<file path="src/rtl/shift_pkg.sv">
// Shared encodings for the shift-register transmitter: FSM states and
// the mode codes that steer the universal shift register.
package shift_pkg;

  typedef enum logic [1:0] {
    ST_IDLE  = 2'd0,
    ST_SHIFT = 2'd1,
    ST_DONE  = 2'd2
  } state_t;

  typedef enum logic [1:0] {
    MODE_HOLD = 2'd0,
    MODE_LOAD = 2'd1,
    MODE_SHL  = 2'd2,
    MODE_SHR  = 2'd3
  } mode_t;

endpackage

</file>
<file path="src/rtl/shift_reg_universal.sv">
// Universal shift register: hold, parallel load, or shift one position
// left/right with zero fill at the vacated end.
module shift_reg_universal
  import shift_pkg::*;
#(
  parameter int WIDTH = 4
) (
  input  logic             clk,
  input  logic             reset_n,
  input  mode_t            mode,
  input  logic [WIDTH-1:0] d,
  output logic [WIDTH-1:0] q
);

  logic [WIDTH-1:0] q_q;
  logic [WIDTH-1:0] q_d;

  // Next register contents selected by the mode code.
  always_comb begin
    q_d = q_q;
    case (mode)
      MODE_HOLD: q_d = q_q;
      MODE_LOAD: q_d = d;
      MODE_SHL:  q_d = {q_q[WIDTH-2:0], 1'b0};
      MODE_SHR:  q_d = {1'b0, q_q[WIDTH-1:1]};
      default:   q_d = q_q;
    endcase
  end

  // Register with synchronous active-low clear.
  always_ff @(posedge clk) begin
    if (!reset_n) begin
      q_q <= '0;
    end else begin
      q_q <= q_d;
    end
  end

  assign q = q_q;

endmodule

</file>
<file path="src/rtl/shift_reg_ctrl.sv">
// Handshaked parallel-to-serial transmitter: accepts a word, shifts it out
// one bit per serial transfer in the latched direction, then pulses done.
module shift_reg_ctrl
  import shift_pkg::*;
#(
  parameter int WIDTH = 4
) (
  input  logic             clk,
  input  logic             reset_n,
  input  logic             in_valid,
  output logic             in_ready,
  input  logic [WIDTH-1:0] d,
  input  logic             msb_first,
  output logic             so,
  output logic             so_valid,
  input  logic             so_ready,
  output logic [WIDTH-1:0] q,
  output logic             busy,
  output logic             done
);

  localparam int CNT_W = (WIDTH > 1) ? $clog2(WIDTH) : 1;
  localparam logic [CNT_W-1:0] CNT_MAX = CNT_W'(WIDTH - 1);

  state_t           state_q, state_d;
  logic [CNT_W-1:0] cnt_q, cnt_d;
  logic             msb_q, msb_d;
  mode_t            mode;

  shift_reg_universal #(
    .WIDTH (WIDTH)
  ) u_sreg (
    .clk     (clk),
    .reset_n (reset_n),
    .mode    (mode),
    .d       (d),
    .q       (q)
  );

  // Next-state, counter, direction latch and output decode.
  always_comb begin
    state_d  = state_q;
    cnt_d    = cnt_q;
    msb_d    = msb_q;
    mode     = MODE_HOLD;
    in_ready = 1'b0;
    so_valid = 1'b0;
    so       = 1'b0;
    busy     = 1'b0;
    done     = 1'b0;
    case (state_q)
      ST_IDLE: begin
        in_ready = reset_n;
        if (in_valid && reset_n) begin
          mode    = MODE_LOAD;
          msb_d   = msb_first;
          cnt_d   = CNT_MAX;
          state_d = ST_SHIFT;
        end else begin
          state_d = ST_IDLE;
        end
      end
      ST_SHIFT: begin
        so_valid = 1'b1;
        busy     = 1'b1;
        so       = msb_q ? q[WIDTH-1] : q[0];
        if (so_ready) begin
          mode = msb_q ? MODE_SHL : MODE_SHR;
          // Exit at zero so the counter never wraps.
          if (cnt_q == '0) begin
            state_d = ST_DONE;
          end else begin
            cnt_d = cnt_q - CNT_W'(1);
          end
        end else begin
          mode = MODE_HOLD;
        end
      end
      ST_DONE: begin
        done     = 1'b1;
        in_ready = reset_n;
        if (in_valid && reset_n) begin
          mode    = MODE_LOAD;
          msb_d   = msb_first;
          cnt_d   = CNT_MAX;
          state_d = ST_SHIFT;
        end else begin
          state_d = ST_IDLE;
        end
      end
      default: begin
        state_d = ST_IDLE;
      end
    endcase
  end

  // State, counter and direction registers with synchronous clear.
  always_ff @(posedge clk) begin
    if (!reset_n) begin
      state_q <= ST_IDLE;
      cnt_q   <= '0;
      msb_q   <= 1'b0;
    end else begin
      state_q <= state_d;
      cnt_q   <= cnt_d;
      msb_q   <= msb_d;
    end
  end

endmodule

</file>
<file path="config.mk">
export PLATFORM = sky130hd
export DESIGN_NAME = shift_reg_ctrl
export DESIGN_NICKNAME = d
export VERILOG_FILES = /design/src/rtl/shift_pkg.sv /design/src/rtl/shift_reg_universal.sv /design/src/rtl/shift_reg_ctrl.sv
export SDC_FILE = /design/constraint.sdc
export NUM_CORES = 1
export LEC_CHECK = 0
export ABC_CLOCK_PERIOD_IN_PS = 2000
export BUFFER_PORTS_ARGS = -buffer_cell sky130_fd_sc_hd__buf_2
export CAP_MARGIN = 5
export CORE_AREA = 10 10 47 49
export DETAILED_ROUTE_END_ITERATION = 12
export DIE_AREA = 0 0 57 59
export GPL_ROUTABILITY_DRIVEN = 0
export PLACE_DENSITY = 0.73
export SETUP_SLACK_MARGIN = 0.05
export SKIP_CTS_REPAIR_TIMING = 1
export SYNTH_ARGS = -nofsm -noshare
export SYNTH_HDL_FRONTEND = slang
export SYNTH_SLANG_ARGS = --single-unit
</file>
<file path="constraint.sdc">
create_clock -name clk -period 2 [get_ports clk]
set_input_delay 0.2 -clock clk [delete_from_list [all_inputs] [get_ports clk]]
set_output_delay 0.2 -clock clk [all_outputs]
set_load 0.05 [all_outputs]
</file>
## Word level (Yosys, flattened, before mapping)

Cells that the tools add are included.

| storage, ports and cells | value |
|---|---|
| flip-flop bits (word level) | 9 |

| operators by class | value |
|---|---|
| equality and inequality tests | 9 |
| reduce and logical (&&, ||, !) cells | 9 |
| multiplexer cells | 17 |
| add/subtract/negate cells | 1 |

Operators with widths:

| cell | number |
|---|---|
| $mux 2 | 6 |
| $pmux 2 s2 | 3 |
| $pmux 4 s3 | 1 |
| $mux 1 | 7 |
| $eq 2x2->1 const B | 3 |
| $logic_not 2->1 | 3 |
| $ne 2x2->1 const B | 3 |
| $eq 2x1->1 const B | 2 |
| $reduce_and 2->1 | 2 |
| $reduce_and 4->1 | 1 |
| $ne 2x1->1 const B | 1 |
| $reduce_bool 2->1 | 1 |
| $reduce_or 2->1 | 1 |
| $sub 2x1->2 const B | 1 |
| $logic_and 1x1->1 | 1 |

## Depth between registers and ports, before layout

Gate-level depths: netlist (run 1).

| logic depth | value |
|---|---|
| word-level depth | 5 |
| depth in mapped cells | 5 |

## Hierarchy

From an unflattened synthesis (run 1), not the netlist that was laid out.

| unflattened totals | value |
|---|---|
| cell total of the unflattened synthesis | 47 |
| area, all modules | 470.5 um^2 |

By module, submodules not included:

| module | area each (um^2) | times used | cells each |
|---|---|---|---|
| shift_reg_ctrl | 266.5 | 1 | 31 |
| shift_reg_universal | 203.9 | 1 | 16 |

## Worst setup path before layout (run 1)

OpenSTA, ideal clock, no wires.

| timing path | value |
|---|---|
| path kind | reg2out |
| start | register state_q[0] |
| end | output so |
| path buffers | 0 |
| arrival time | 2.046 ns |
| slack | -0.246 ns |
| cell stages (with the launch flop) | 3 |
| path through | dfxtp_1 -> nor2b_1 -> nor2b_1 |

| between the ends | value |
|---|---|
| longest elaborated chain between the ends | 2 |

Ends and longest elaborated chain:

| item | RTL line | source |
|---|---|---|
| start, declared | shift_reg_ctrl.sv:25 | `state_t state_q, state_d;` |
| start signal, assigned | shift_reg_ctrl.sv:104 | `state_q <= state_d;` |
| $eq 2x1->1 | shift_reg_ctrl.sv:51 | `case (state_q)` |
| $mux 1 | shift_reg_ctrl.sv:51 |  |
| end, declared | shift_reg_ctrl.sv:14 | `output logic so,` |

Every way passes these cells.

## Final worst setup path (run 1)

Ends and elaborated chain as after synthesis.

==> results of run 1 <==
-- power by group through the flow --
stage                     clock, mW  combinational (mW)  sequential (mW)
after floorplan                   0               0.107            0.246
after global placement            0               0.169            0.219
after detailed placement          0               0.172            0.219
after CTS                     0.148               0.172            0.215
after global routing          0.159               0.185            0.218
final                         0.145               0.170            0.215
-- area by class of cell --
type	instances	area, um^2
clock buffers	4	26.3
fillers	150	758
inverters	3	11.3
multi-input cells	41	320
flip-flops and latches	9	180
well taps	16	20.0
repair buffers	17	85.1
-- critical path, stage by stage (launching register included) --
cell     delay, ns
dfxtp_1       0.46
nor2b_2       0.23
nor2b_2       0.14
buf_2         0.26
-- routing by layer --
layer  GRT usage  part of all wire  up-vias
met5           0                 0        -
met4      0.0638             0.032        0
met3      0.0365             0.049        5
met2       0.126              0.47       14
met1      0.0819              0.44      225
li1            -                 -      240
-- worst paths after layout --
check                           from                     to  slack [ns]  depth (start not counted)
max          state_q[0]$_SDFFE_PN0P_                     so        0.44                          3
min                        msb_first     msb_q$_SDFFE_PN0N_        0.17                          3
max reg2reg    cnt_q[0]$_SDFFE_PN0P_  cnt_q[0]$_SDFFE_PN0P_        0.70                          5
min reg2reg    cnt_q[0]$_SDFFE_PN0P_  cnt_q[0]$_SDFFE_PN0P_        0.48                          1
-- per-stage QoR --
step | util | setup WS [ns] | hold WS, ns
5_1_grt | 0.459 | 0.335 | 0.193
3_3_place_gp | 0.440 | 0.713 | 0.440
2_1_floorplan | - | 0.262 | 0.331
6_report | 0.459 | 0.441 | 0.169
4_1_cts | 0.459 | 0.425 | 0.169
3_5_place_dp | 0.440 | 0.706 | 0.445
-- placed cells by master, fill, tap and decap left out, drive strengths merged, types with 2 or more instances in the layout --
cell type  count
a211oi         4
a22oi          2
and2           2
and2b          3
and3b          2
buf           17
clkbuf         4
dfxtp          9
inv            3
mux2i          5
nand2          4
nand3b         2
nor2           2
nor2b          2
nor3           3
-- sequential cells by signal, indices dropped and copies added (netlist names) --
| register | cells |
|---|---|
| u_sreg.q | 4 |
| cnt_q | 2 |
| state_q | 2 |
| msb_q | 1 |
-- Yosys cell counts, drive strengths merged (2+ instances only) --
cell type	number	share of area
dfxtp	9	0.34
nor2	2	0.014
and2	2	0.024
and2b	3	0.045
a22oi	2	0.029
inv	3	0.021
and3b	2	0.033
a211oi	4	0.076
nand3b	2	0.029
nand2	4	0.029
nor3	3	0.029
buf	2	0.036
nor2b	2	0.024
mux2i	5	0.095
-- cells by family after synthesis --
group / count (synthesis) / share of synthesized area
flops: 9 / 0.343
buf+inv: 5 / 0.0571
simple gates: 24 / 0.293
mux: 6 / 0.117
compound gates: 10 / 0.167
fa+ha+maj: 1 / 0.0238
==> impl_results.md, run 1 <==
* Clk sink count at 9
* Worst EP required at 1.80 ns
* Vias per Instance at 5.38
* Ys async rst share at 0
* ANT nets after route at 0
* Pwr Total at 0.529 mW
* Setup TNS at 0 ns
* Worst-margin pin slew at 0.250 ns
* 1st-pass router iterations at 4
* Die width at 57 um
* Max Cap Viol at 0
* Clock Path Buffers at 2
* Vert. Die Dim at 59 um
* CP endpoint kind: primary output
* Ant. Diodes at 0
* Fin crit share at 0.779
* RSZ-0062 raised after global routing: no
* Max-slew violations at 0
* Ys flop type: dfxtp_1
* CTS tree: done
* Largest net degree at the start of global routing at 11
* Max_slew headroom at 0.832
* Clk pwr share at 0.274
* Synth Instances at 55
* Tmin final at 1.56 ns
* Placed cell areas at just over 600 um^2
* Nets@finish at 85
* Final Cell Area at 643 um^2
* Worst VDD drop at 0.412 mV
* IO buf count at 17
* Post-Syn Area at 526 um^2
* # rows at 14
* Initial antenna violation count at 0
* Sequential share of power at 0.406
* Fmax at about 640 MHz
* First-pass GRT wire length at 2160 um
* Startpoint Class: flop
* Leakage at roughly 0.30 nW
* Hold WC Path Type: input port to flop
* Maximum level of the CTS H-tree at 1
* Gate power share at 0.320
* Net Switching at just under 0.2 mW
* Top Ports at 18
* Share of layout cells above drive strength 1 at 0.365
* Post-route DRC at 0
* Mean Syn Cell Area at 9.55 um^2
* Gr usage total at 0.0803
* # setup viols final at 0
* Routed length per instance at 13.5 um
* Internal power at 0.333 mW
* Yosys warnings at 0
* Sequential fraction of the synthesis area at 0.343
* Vias in the first global route at approximately 480
* Seq cells post-synth at 9
* Core ar. at 1400 um^2
* Final Hold Viols at 0
* CP max FO at 10
* Starting DRC count in detailed routing at 5
* Post-Place Cells at 86
* Power Density at about 800 nW/um^2
* Synthesized Nets at 65
* Outcome: complete, no violations
* GRT overflow at 0
* Number of flops mapped to enable cells by yosys at 0
* CTS Buf Count at 3
* Starting density of the core at 0.375
* Clock skew at 0.00276 ns
* Crit Path Class: flop to primary output
* Worst EP arrival at 1.36 ns
* Finished Layout Cells at 90
* Yosys cell types at 27
* Clk slew on worst S/H paths at 0.06 ns
* Sw Share at 0.371
* Full die area at roughly 3400 um^2
* Via count at 484
* Clock latency on the worst-skew pair at 0.27 ns
* Area Growth Syn to Fin at 22.4%
* Root Driver: clkbuf_4
* Routed wire length at 1210 um
No activity file was read; power rests on OpenSTA's default activity.
==> inputs of run 2 (changes only) <==
--- a/config.mk
+++ b/config.mk
@@ -5,14 +5,15 @@
 export SDC_FILE = /design/constraint.sdc
 export NUM_CORES = 1
 export LEC_CHECK = 0
-export ABC_CLOCK_PERIOD_IN_PS = 2000
+export ABC_AREA = 1
+export ABC_CLOCK_PERIOD_IN_PS = 1450
 export BUFFER_PORTS_ARGS = -buffer_cell sky130_fd_sc_hd__buf_2
 export CAP_MARGIN = 5
 export CORE_AREA = 10 10 47 49
 export DETAILED_ROUTE_END_ITERATION = 12
 export DIE_AREA = 0 0 57 59
 export GPL_ROUTABILITY_DRIVEN = 0
-export PLACE_DENSITY = 0.73
+export PLACE_DENSITY = 0.75
 export SETUP_SLACK_MARGIN = 0.05
 export SKIP_CTS_REPAIR_TIMING = 1
 export SYNTH_ARGS = -nofsm -noshare
==> constraint.sdc (replaced) <==
create_clock -name clk -period 1.45 [get_ports clk]
set_input_delay 0.145 -clock clk [delete_from_list [all_inputs] [get_ports clk]]
set_output_delay 0.145 -clock clk [all_outputs]
set_load 0.05 [all_outputs]
==> impl_results.md, run 2 <==
* Net Switching at 0.291 mW (+48%)
* Clk slew on worst S/H paths at 0.07 ns (about the same)
* Fmax at 750 MHz
* Busiest grt layer: met2
* Max reg flops at 4 (unchanged)
* Share of layout cells above drive strength 1 at 0.337 (-0.0281)
* Vert. Die Dim at 59 um (unchanged)
* Yosys warnings at 0 (unchanged)
* Worst EP arrival at 1.19 ns (-0.17 ns)
* Seq cells post-synth at 9 (unchanged)
* Clock skew at 0.00387 ns (+0.00111 ns)
* Nets@finish at 109 (+28%)
* Sequential share of power at 0.397 (-0.009)
* Gate power share at 0.328 (+0.008)
* 1st-pass router iterations at 2 (-2)
* Clk pwr share at 0.275 (about the same)
* Post-placement setup slack at 0.259 ns (-0.447 ns)
* Max_slew headroom at 0.833 (+0.000943)
* Post-route DRC at 0 (unchanged)
* Leading post-synthesis cells by cell area: dfxtp_1 (33%), nand2_1 (10%), inv_1 (9.5%), nand3_4 (6.3%), o21ai_1 (5.4%)
* Top Ports at 18 (unchanged)
* Synth Area in Compound Gates at 0.129 (-0.0374)
* Initial antenna violation count at 0 (unchanged)
* CTS Buf Count at 3 (unchanged)
* IO buf count at 17 (unchanged)
* Hold WC Path Type: input port to flop
* Largest net degree at the start of global routing at 10 (-1)
* Setup TNS at 0 ns (unchanged)
* Starting DRC count in detailed routing at 4 (-1)
* Fillers at 150 (unchanged)
* Sw Share at 0.394 (+0.0229)
* Routed wire length at 1260 um (+3.9%)
* Via count at 536 (+11%)
* Max-slew violations at 0 (unchanged)
* Worst EP required at 1.31 ns (-0.49 ns)
* Met2 usage at 0.121 (-0.00465)
* Clk sink count at 9 (unchanged)
* Number of flops mapped to enable cells by yosys at 0 (unchanged)
* Full die area at 3360 um^2 (unchanged)
* Gr usage total at 0.0798 (-0.000519)
* Yosys cell types at 20 (-26%)
* RSZ-0062 raised after global routing: yes
* Largest family of logic cells by synthesized area: simple AND/OR/NAND/NOR gates
* Vias in the first global route at 535 (+12%)
* Final WS setup at 0.117 ns (-0.324 ns)
* Post-synthesis mux area share at 0 (-0.117)
* CP endpoint kind: primary output
* Outcome: complete, no violations
* Hold Worst Slack at 0.126 ns (-0.0431 ns)
* Worst VDD drop at 0.604 mV (+47%)
* Finished Layout Cells at 114 (+27%)
* Core ar. at 1400 um^2 (unchanged)
* Clock Path Buffers at 2 (unchanged)
* Starting density of the core at 0.394 (+0.0187)
* Fin crit share at 0.919
* Pwr Total at 0.738 mW (+39%)
* First-pass GRT wire length at 2150 um (-0.32%)
* Post-Syn Area at 552 um^2 (+5.0%)
* Mean Syn Cell Area at 7.07 um^2 (-26%)
* Area share of fa/ha/maj cells after synthesis at 0.0227 (-0.00113)
* Sequential fraction of the synthesis area at 0.327 (-0.0163)
* Synthesized Nets at 88 (+35%)
* ANT nets after route at 0 (unchanged)
* Startpoint Class: flop
* Share of the synthesized area in the top cell type at 0.327 (-0.0163)
* # setup viols final at 0 (unchanged)
* Final Cell Area at 696 um^2 (+8.2%)
* Root Driver: clkbuf_4
* HPWL Detailed at around 1000 um
* Power Density at 1060 nW/um^2 (+29%)
* Post-Place Cells at 110 (+28%)
* Worst-margin pin slew at 0.253 ns (+0.00246 ns)
* Final core utilization at 0.496 (+0.0375)
* Ant. Diodes at 0 (unchanged)
* Crit Path Class: flop to primary output
* Clock latency on the worst-skew pair at 0.27 ns (about the same)
* Maximum level of the CTS H-tree at 1 (unchanged)
* # rows at 14 (unchanged)
* Most common cell after layout, fill and taps aside: nand2_1
* Ys flop type: dfxtp_1
* CP max FO at 4 (-6)
* Area Growth Syn to Fin at 26.1%
* Max Cap Viol at 0 (unchanged)
* Largest area contributor in the netlist: dfxtp_1
* Ys async rst share at 0 (unchanged)
* Routed length per instance at 11.1 um (-18%)
* Placed cell areas at 661 um^2 (+7.1%)
* Synth top cells by count: nand2_1 (15), inv_1 (14), dfxtp_1 (9), nor2_1 (8), o21ai_1 (6)
* Synth Instances at 78 (+42%)
* CTS tree: done
* GRT overflow at 0 (unchanged)
* M3 GR Usage at 0.0343 (-0.00215)
* Most numerous cell in the Yosys netlist: nand2_1
* Final Hold Viols at 0 (unchanged)
* Die width at 57 um (unchanged)
* Highest-count cells in the layout ignoring fill and taps: nand2_1 (15), inv_1 (14), buf_2 (14)
* Vias per Instance at 4.70 (-13%)
* Leakage at 0.350 nW (+15%)
* Tmin final at around 1.3 ns
* Synth Area in XOR/XNOR at 0 (unchanged)
* Synth Area in Simple Gates at 0.397 (+0.104)
* Met1 Use GR at 0.0900 (+0.00819)
* Internal power at 0.447 mW (+34%)
==> run 2: cells by family after synthesis <==
family	after synthesis
buffers and inverters	16
and+or+nand+nor	39
AOI/OAI and AO/OA	13
DFF	9
adders and majority gates	1
==> run 2: final timing paths <==
path / startpoint / end / slack (ns) / cells past startpoint
max reg2reg: cnt_q[0]$_SDFFE_PN0P_ / cnt_q[0]$_SDFFE_PN0P_ / 0.40 / 7
min reg2reg: cnt_q[1]$_SDFFE_PN0P_ / cnt_q[1]$_SDFFE_PN0P_ / 0.50 / 2
min: msb_first / msb_q$_SDFFE_PN0N_ / 0.13 / 3
max: state_q[1]$_SDFFE_PN0P_ / so / 0.12 / 4
==> run 2: per-layer routing <==
layer / vias to the layer above / wire length [um]
met1: 232 / 568
met2: 9 / 594
met4: 0 / 25
met3: 4 / 71
li1: 291 / -
met5: - / 0
==> run 2: power by group through the flow <==
stage                     Clock [mW]  Combinational (mW)  Sequential, mW
after floorplan                    0               0.151           0.333
after global placement             0               0.239           0.297
after detailed placement           0               0.241           0.298
after CTS                      0.214               0.242           0.292
after global routing           0.220               0.267           0.296
final                          0.203               0.242           0.293
==> run 2: critical path, cell delays in order (launching register included) <==
cell and delay, ns:
dfxtp_1 0.30, inv_1 0.14, nand2_2 0.13, a21oi_4 0.12, clkbuf_4 0.23
==> run 2: area by class of cell <==
| class | count | area [um^2] | area share |
|---|---|---|---|
| Multi-Input combinational cell | 53 | 314 | 0.451 |
| Sequential cell | 9 | 181 | 0.261 |
| Timing Repair Buffer | 17 | 92.6 | 0.133 |
| Inverter | 15 | 61.3 | 0.0881 |
| Clock buffer | 4 | 26.3 | 0.0378 |
| Tap cell | 16 | 20.0 | 0.0288 |
